<file path="src/rtl/mips_multicycle_ctrl.sv">
// -----------------------------------------------------------------------------
// mips_multicycle_ctrl
//
// Main control FSM for the multicycle MIPS32 datapath. Each instruction is
// walked through fetch, decode, execute, memory and writeback states, chosen
// by the 6-bit opcode. The FSM drives every datapath enable and mux select.
//
// Ports:
//   clk         system clock; all state updates on the rising edge
//   reset       synchronous, active-high; returns the FSM to FETCH
//   op          opcode, instruction register bits [31:26]
//   zero        ALU zero flag, qualifies the beq PC update
//   pc_en       PC load enable = pc_write | (branch & zero)
//   ir_write    instruction register load enable
//   mem_write   memory write enable
//   reg_write   register file write enable
//   iord        memory address select: 0 = PC, 1 = ALUOut
//   alu_src_a   ALU A select: 0 = PC, 1 = register A
//   alu_src_b   ALU B select: 00 = B, 01 = 4, 10 = signext imm, 11 = imm<<2
//   alu_op      00 = add, 01 = subtract, 10 = use funct
//   pc_src      next PC: 00 = ALU result, 01 = ALUOut, 10 = jump target
//   reg_dst     write register: 0 = rt, 1 = rd
//   mem_to_reg  writeback data: 0 = ALUOut, 1 = memory data
//   illegal_op  unsupported opcode seen in DECODE
//   state       current state, for debug and verification
// -----------------------------------------------------------------------------
module mips_multicycle_ctrl #(
    parameter int STATE_W = 4
) (
    input  logic               clk,
    input  logic               reset,
    input  logic [5:0]         op,
    input  logic               zero,
    output logic               pc_en,
    output logic               ir_write,
    output logic               mem_write,
    output logic               reg_write,
    output logic               iord,
    output logic               alu_src_a,
    output logic [1:0]         alu_src_b,
    output logic [1:0]         alu_op,
    output logic [1:0]         pc_src,
    output logic               reg_dst,
    output logic               mem_to_reg,
    output logic               illegal_op,
    output logic [STATE_W-1:0] state
);

    localparam logic [5:0] OP_RTYPE = 6'b000000;
    localparam logic [5:0] OP_LW    = 6'b100011;
    localparam logic [5:0] OP_SW    = 6'b101011;
    localparam logic [5:0] OP_BEQ   = 6'b000100;
    localparam logic [5:0] OP_ADDI  = 6'b001000;
    localparam logic [5:0] OP_J     = 6'b000010;

    typedef enum logic [STATE_W-1:0] {
        S_FETCH   = STATE_W'(0),
        S_DECODE  = STATE_W'(1),
        S_MEMADR  = STATE_W'(2),
        S_MEMRD   = STATE_W'(3),
        S_MEMWB   = STATE_W'(4),
        S_MEMWR   = STATE_W'(5),
        S_EXECUTE = STATE_W'(6),
        S_ALUWB   = STATE_W'(7),
        S_BRANCH  = STATE_W'(8),
        S_ADDIEX  = STATE_W'(9),
        S_ADDIWB  = STATE_W'(10),
        S_JUMP    = STATE_W'(11)
    } state_t;

    state_t state_q;
    state_t state_d;
    logic   op_legal;
    logic   pc_write;
    logic   branch;

    assign state = state_q;

    assign op_legal = (op == OP_RTYPE) || (op == OP_LW) || (op == OP_SW) ||
                      (op == OP_BEQ) || (op == OP_ADDI) || (op == OP_J);

    always_ff @(posedge clk) begin
        if (reset) begin
            state_q <= S_FETCH;
        end else begin
            state_q <= state_d;
        end
    end

    always_comb begin
        state_d = S_FETCH;
        case (state_q)
            S_FETCH:   state_d = S_DECODE;
            S_DECODE: begin
                if (op == OP_LW || op == OP_SW) state_d = S_MEMADR;
                else if (op == OP_RTYPE)        state_d = S_EXECUTE;
                else if (op == OP_BEQ)          state_d = S_BRANCH;
                else if (op == OP_ADDI)         state_d = S_ADDIEX;
                else if (op == OP_J)            state_d = S_JUMP;
                else                            state_d = S_FETCH;
            end
            // op is held by the IR until the return to FETCH, so only
            // lw and sw can reach here.
            S_MEMADR:  state_d = (op == OP_SW) ? S_MEMWR : S_MEMRD;
            S_MEMRD:   state_d = S_MEMWB;
            S_EXECUTE: state_d = S_ALUWB;
            S_ADDIEX:  state_d = S_ADDIWB;
            default:   state_d = S_FETCH;
        endcase
    end

    always_comb begin
        pc_write   = 1'b0;
        branch     = 1'b0;
        ir_write   = 1'b0;
        mem_write  = 1'b0;
        reg_write  = 1'b0;
        iord       = 1'b0;
        alu_src_a  = 1'b0;
        alu_src_b  = 2'b00;
        alu_op     = 2'b00;
        pc_src     = 2'b00;
        reg_dst    = 1'b0;
        mem_to_reg = 1'b0;
        illegal_op = 1'b0;

        case (state_q)
            S_FETCH: begin
                alu_src_b = 2'b01;
                ir_write  = 1'b1;
                pc_write  = 1'b1;
            end
            S_DECODE: begin
                // Branch target is computed speculatively into ALUOut.
                alu_src_b  = 2'b11;
                illegal_op = ~op_legal;
            end
            S_MEMADR: begin
                alu_src_a = 1'b1;
                alu_src_b = 2'b10;
            end
            S_MEMRD: begin
                iord = 1'b1;
            end
            S_MEMWB: begin
                mem_to_reg = 1'b1;
                reg_write  = 1'b1;
            end
            S_MEMWR: begin
                iord      = 1'b1;
                mem_write = 1'b1;
            end
            S_EXECUTE: begin
                alu_src_a = 1'b1;
                alu_op    = 2'b10;
            end
            S_ALUWB: begin
                reg_dst   = 1'b1;
                reg_write = 1'b1;
            end
            S_BRANCH: begin
                alu_src_a = 1'b1;
                alu_op    = 2'b01;
                pc_src    = 2'b01;
                branch    = 1'b1;
            end
            S_ADDIEX: begin
                alu_src_a = 1'b1;
                alu_src_b = 2'b10;
            end
            S_ADDIWB: begin
                reg_write = 1'b1;
            end
            S_JUMP: begin
                pc_src   = 2'b10;
                pc_write = 1'b1;
            end
            default: begin
            end
        endcase

        // While reset is held, suppress every side effect but present the
        // FETCH mux selects so the datapath sees a clean first cycle.
        if (reset) begin
            pc_write   = 1'b0;
            branch     = 1'b0;
            ir_write   = 1'b0;
            mem_write  = 1'b0;
            reg_write  = 1'b0;
            illegal_op = 1'b0;
            iord       = 1'b0;
            alu_src_a  = 1'b0;
            alu_src_b  = 2'b01;
            alu_op     = 2'b00;
            pc_src     = 2'b00;
            reg_dst    = 1'b0;
            mem_to_reg = 1'b0;
        end

        pc_en = pc_write | (branch & zero);
    end

endmodule
</file>
<file path="config.mk">
export PLATFORM = sky130hd
export DESIGN_NAME = mips_multicycle_ctrl
export DESIGN_NICKNAME = d
export VERILOG_FILES = /design/src/rtl/mips_multicycle_ctrl.sv
export SDC_FILE = /design/constraint.sdc
export NUM_CORES = 1
export LEC_CHECK = 0
export BUFFER_PORTS_ARGS = -buffer_cell sky130_fd_sc_hd__buf_2
export CORE_AREA = 3 3 40 42
export DETAILED_ROUTE_END_ITERATION = 8
export DIE_AREA = 0 0 43 45
export PLACE_DENSITY = 0.7
export SYNTH_ARGS = -nofsm -noshare
export SYNTH_HDL_FRONTEND = slang
export SYNTH_SLANG_ARGS = --single-unit
</file>
<file path="constraint.sdc">
create_clock -name clk -period 1.25 [get_ports clk]
set_input_delay 0.0625 -clock clk [delete_from_list [all_inputs] [get_ports clk]]
set_output_delay 0.0625 -clock clk [all_outputs]
set_load 0.005 [all_outputs]
</file>
# Word level (Yosys, flattened, before mapping)
# Cells that the tools add are included.
# Widths: inputs -> output; s select.
# word_totals
wordCells,66
inputBits,9
out_inout_bits,19
ff_bits,4
# classes
n_bitwise,3
n_reduce_logical,13
n_eq_ne,16
muxes,33
# ops
cell,count
$pmux 4 s6,1
$mux 1,20
$mux 4,5
$eq 4x3->1 const B,4
$eq 4x4->1 const B,4
$eq 6x6->1 const B,2
$eq 4x2->1 const B,2
$pmux 2 s2,2
$eq 6x2->1 const B,1
$eq 6x3->1 const B,1
$eq 6x4->1 const B,1
$logic_not 6->1,1
$logic_or 1x1->1,6
$mux 2,3
$pmux 2 s3,1
$reduce_or 2->1,3
$eq 4x1->1 const B,1
$logic_not 4->1,1
$reduce_or 4->1,1
$mux 3,1
$reduce_or 3->1,1
$and 1x1->1,1
$not 1->1,1
$or 1x1->1,1

# Logic depth before layout (Yosys ltp)
# depth
depth_word,9
mapped_depth,5
mapped_depth_nobuf,4

# Least setup slack after synthesis
# OpenSTA, ideal clock, no wires.
# synth_path
kind,register to register
from,reg state_q[3] (netlist: state[3])
to,reg state_q[1] (netlist: state[1])
t_required_ns,1.129
path_buffers,1
slack_ns,0.133
path_stages_with_launch,6
period_less_slack_ns,1.117
setup_ns,0.121
arrival_ns,0.996
path_cell_list,dfxtp_1 > buf_2 > nand2b_1 > o22ai_1 > a21oi_1 > a21oi_1
# synth_via
elab_chain_cells,2
elab_cells_between_ends,7
classes_between,5 x eq/ne; 1 x mux; 1 x reduce/logical
# synth_lines
element,line,rtl
from (decl),71,state_t state_q;
from (signal assigned),86,state_q <= state_d;
"$eq 4x4->1, or another cell as far along",92,case (state_q)
$pmux 4 s6 *,92,
# Mark *: on every way between the ends. The rest lies on a longest branch, timed or not.
# A chain may end at the register's enable or synchronous reset.

# Worst setup path after layout
# layout_path
from,reg state_q[1] (netlist: state[1])
to,out alu_op[0]
# layout_via
elab_chain_cells,3
elab_cells_between_ends,4
classes_between,2 x eq/ne; 2 x mux
# layout_lines
element,line,rtl
$eq 4x4->1 or $eq 4x3->1 (tied branches),127,case (state_q)
$pmux 2 s2 *,127,
$mux 2 *,184,if (reset) begin
to (decl),41,"output logic [1:0] alu_op,"
# Marks and branches as above.

==> metrics.cfg <==
[status]
run_status=complete, but fails checks
failed_checks=setup timing

[timing]
worst_slew_margin_rel=0.822
setup_viol=9
maxSlewViolCount=0
timing_worst_slew_pin_value_ps=267
rsz_0062_raised_after_global_routing=true
final_period_minus_worst_setup_slack_ps=1280
finalCritPeriodShare=1.03
maxClockFrequency_ghz=0.779
tns_ps=-224
postLayoutSetupSlackWorst_ps=-33.7
report.final.hold_viol_count=0
fin_skew_ps=1.86

[grt]
use_met2=0.308
globalRouteMet3Util=0.0518
first_pass_grt_wire_length_um=2540
grt_start_max_net_pins=14
busiest_layer=met2
via_count_of_the_first_global_routing_pass=619
gr-usage-met1=0.173
grt.total_usage=0.175
grt.overflow.total=0
antenna_violations_before_repair=0

[clock_network]
ctsLongestPathBuffers=2
cts_tree=done
clock_tree.htree_level_count=1
cts.root.buffer_cell=sky130_fd_sc_hd__clkbuf_4
worst_setup_hold_path_clk_slew_ps=40
hold_buffers=0
cts_num_sinks=4
worstSkewPairLatency_ps=240
cts_made_buffers=3

[yosys]
yosys.area_share.xor_xnor=0.0525
synthesis.nets=86
synth.yosys.seq_area_share=0.160
synthesized_area_fraction_occupied_by_ao_oa_aoi_and_oai_cells=0.253
synth_simple_gate_area_share=0.465
postSynth.asyncResetShare=0
synth_area_in_adders=0
dominantRegCellSynth=sky130_fd_sc_hd__dfxtp_1
synth_most_common_cell=sky130_fd_sc_hd__nor2_1
ys_seq_elements=4
yosysWarnings=0
area_of_the_mapped_netlist_um2=500
yosys-mux-area-fraction=0
netlist.area_leader.share=0.160
synth_cells=77
synthDominantAreaCellType=sky130_fd_sc_hd__dfxtp_1
syn-mean-instance-area_um2=6.50
post_synth_main_area_contributors=sky130_fd_sc_hd__dfxtp_1 16%, sky130_fd_sc_hd__nor2_1 14%, sky130_fd_sc_hd__a21oi_1 8.0%
ys_top_cells_by_count=19 x sky130_fd_sc_hd__nor2_1, 8 x sky130_fd_sc_hd__a21oi_1, 8 x sky130_fd_sc_hd__nor3_1
synth_cell_type_count=29
dominant_combinational_cell_family_by_area_after_synthesis=simple AND/OR/NAND/NOR gates
synth-edff-count=0

[hold_path]
worstHoldEndpoint=state[2]$_SDFF_PP0_
timing.hold.worst.class=input port to flip-flop
timing.hold.worst.start=reset
hold-path-cell-count=2

[die]
floorplan.core_area_um2=1280
die_outline_width_um=43
start_util=0.389
die_h_um=45
die-area_um2=1940
row_count=13
num_io_pins=28

[power_and_ir_drop]
vdd_ir_drop_max_v=0.000289
post_layout_power_uw=454
cellLeakagePower_nw=0.383
cellPowerDensity_nw_per_um2=528

[worst_setup_path]
r2r.worst_path.cells=5
r2r_slack_ps=40
cp_num_buf_inv=1
critPathRequiredTime_ps=1190
crit-reg2reg-launch=state[3]$_SDFF_PP0_
timing.critical_path.arrival_ps=1220
reg2reg_to=state[1]$_SDFF_PP0_
critical_path.max_fanout=6
critical_path.cell_chain=or3_4, nor2_2, buf_2
max_stage_delay_ps=420
cp_top_family=simple AND/OR/NAND/NOR gates
worst_setup_path_start_kind=flip-flop
critical-path-slowest-cell=sky130_fd_sc_hd__or3_4
setup.worst_path.class=flip-flop to output port
worst_setup_path_end_kind=output port

[drt]
detail_route.wirelength_um=1660
route.detailed.wl_per_inst_um=12.9
first_iter_violations=4
detailroute.via_count=692
drt-vias-per-instance=5.36
drt-pass1-iter-count=4
post-route-drc-count=0
final_antenna_net_count=0

[layout]
area_delta_synth_final_pct=71.5
diodes=0
fin_area_um2=858
largest_reg_flops=4
fillCellCount=104
ff_latch_area_um2=92.6
final_cell_count_no_fill=129
finalNetCount=125
multi_input_area_um2=465
layout-drive-gt1-share=0.579

[placed_design]
place_ws_ps=13.1
placer_congestion_estimate=0.885
dp_hpwl_um=1180
port-buffer-count=27
place.detailed.instances=121
cell_area_after_placement_um2=683

[run]
cap_viol_max_count=0

-- layer usage --
metal  vias to the layer above  wire length, µm
met1                       310              662
met3                         4              104
li1                        351                -
met4                         0               36
met2                        27              854
met5                         -                0
-- area by class of cell --
class                      instances  share of cell area
timing repair buffer              40               0.297
sequential                         4               0.108
clock buffer                       3              0.0262
inverter                           1             0.00437
multi-input combinational         66               0.542
tap                               15              0.0219
-- what timing repair did --
action	in CTS	in global routing
pin swaps	5	5
resized for setup	22	12
endpoints found under the setup margin	14	14
buffers inserted	2	3
-- report_power, final --
| group | internal, mW | leakage (nW) | switching, mW |
|---|---|---|---|
| clock network | 0.108 | 0.0138 | 0.0607 |
| logic | 0.0708 | 0.334 | 0.0763 |
| registers | 0.129 | 0.0352 | 0.00915 |
| total | 0.307 | 0.383 | 0.146 |
-- worst max path at each step --
stage / start / slack (ps) / endpoint / depth (start not counted)
floorplan: state[3]$_SDFF_PP0_ / 130 / state[1]$_SDFF_PP0_ / 5
global placement: state[3]$_SDFF_PP0_ / 30 / state[1]$_SDFF_PP0_ / 4
detailed placement: state[3]$_SDFF_PP0_ / 10 / state[1]$_SDFF_PP0_ / 4
CTS: state[3]$_SDFF_PP0_ / -20 / illegal_op / 4
global route: state[1]$_SDFF_PP0_ / -120 / alu_src_b[1] / 6
finish: state[1]$_SDFF_PP0_ / -30 / alu_op[0] / 3
-- per-stage QoR --
step	utilization	hold WS, ps
final	0.668	179
after detailed placement	0.532	405
after global placement	0.532	405
after global routing	0.668	186
after floorplan	-	285
after CTS	0.616	173
-- cell families (layout without fill, tap and decap cells) --
group | after synthesis | in the layout
compound gates | 19 | 19
flops | 4 | 4
xor+xnor | 3 | 3
simple gates | 44 | 44
buf+inv | 7 | 44
-- cells in the final DEF, fill, tap and decap left out --
cell type,count
sky130_fd_sc_hd__a311o_1,1
sky130_fd_sc_hd__a2111oi_2,1
sky130_fd_sc_hd__nor4b_2,1
sky130_fd_sc_hd__nor2_2,4
sky130_fd_sc_hd__o21bai_1,2
sky130_fd_sc_hd__o21ai_1,2
sky130_fd_sc_hd__dfxtp_2,1
sky130_fd_sc_hd__or2_0,1
sky130_fd_sc_hd__clkbuf_4,3
sky130_fd_sc_hd__and3_1,3
sky130_fd_sc_hd__or3_4,1
sky130_fd_sc_hd__nand2b_4,4
sky130_fd_sc_hd__xor2_1,2
sky130_fd_sc_hd__or2_4,1
sky130_fd_sc_hd__nor2b_1,1
sky130_fd_sc_hd__nor2_4,1
sky130_fd_sc_hd__nand3b_1,1
sky130_fd_sc_hd__a21oi_1,7
sky130_fd_sc_hd__nor4_4,1
sky130_fd_sc_hd__inv_2,1
sky130_fd_sc_hd__nor2_1,14
sky130_fd_sc_hd__nor2b_2,1
sky130_fd_sc_hd__buf_6,6
sky130_fd_sc_hd__nor3_2,2
sky130_fd_sc_hd__xnor2_1,1
sky130_fd_sc_hd__o22ai_1,1
sky130_fd_sc_hd__dfxtp_4,3
sky130_fd_sc_hd__o211ai_1,1
sky130_fd_sc_hd__a21oi_2,1
sky130_fd_sc_hd__a31oi_1,1
sky130_fd_sc_hd__nor3_1,6
sky130_fd_sc_hd__a311oi_1,1
sky130_fd_sc_hd__nand2b_1,1
sky130_fd_sc_hd__a211oi_1,1
sky130_fd_sc_hd__nand3_1,1
sky130_fd_sc_hd__buf_4,7
sky130_fd_sc_hd__buf_2,27
No activity file was read; power rests on OpenSTA's default activity.
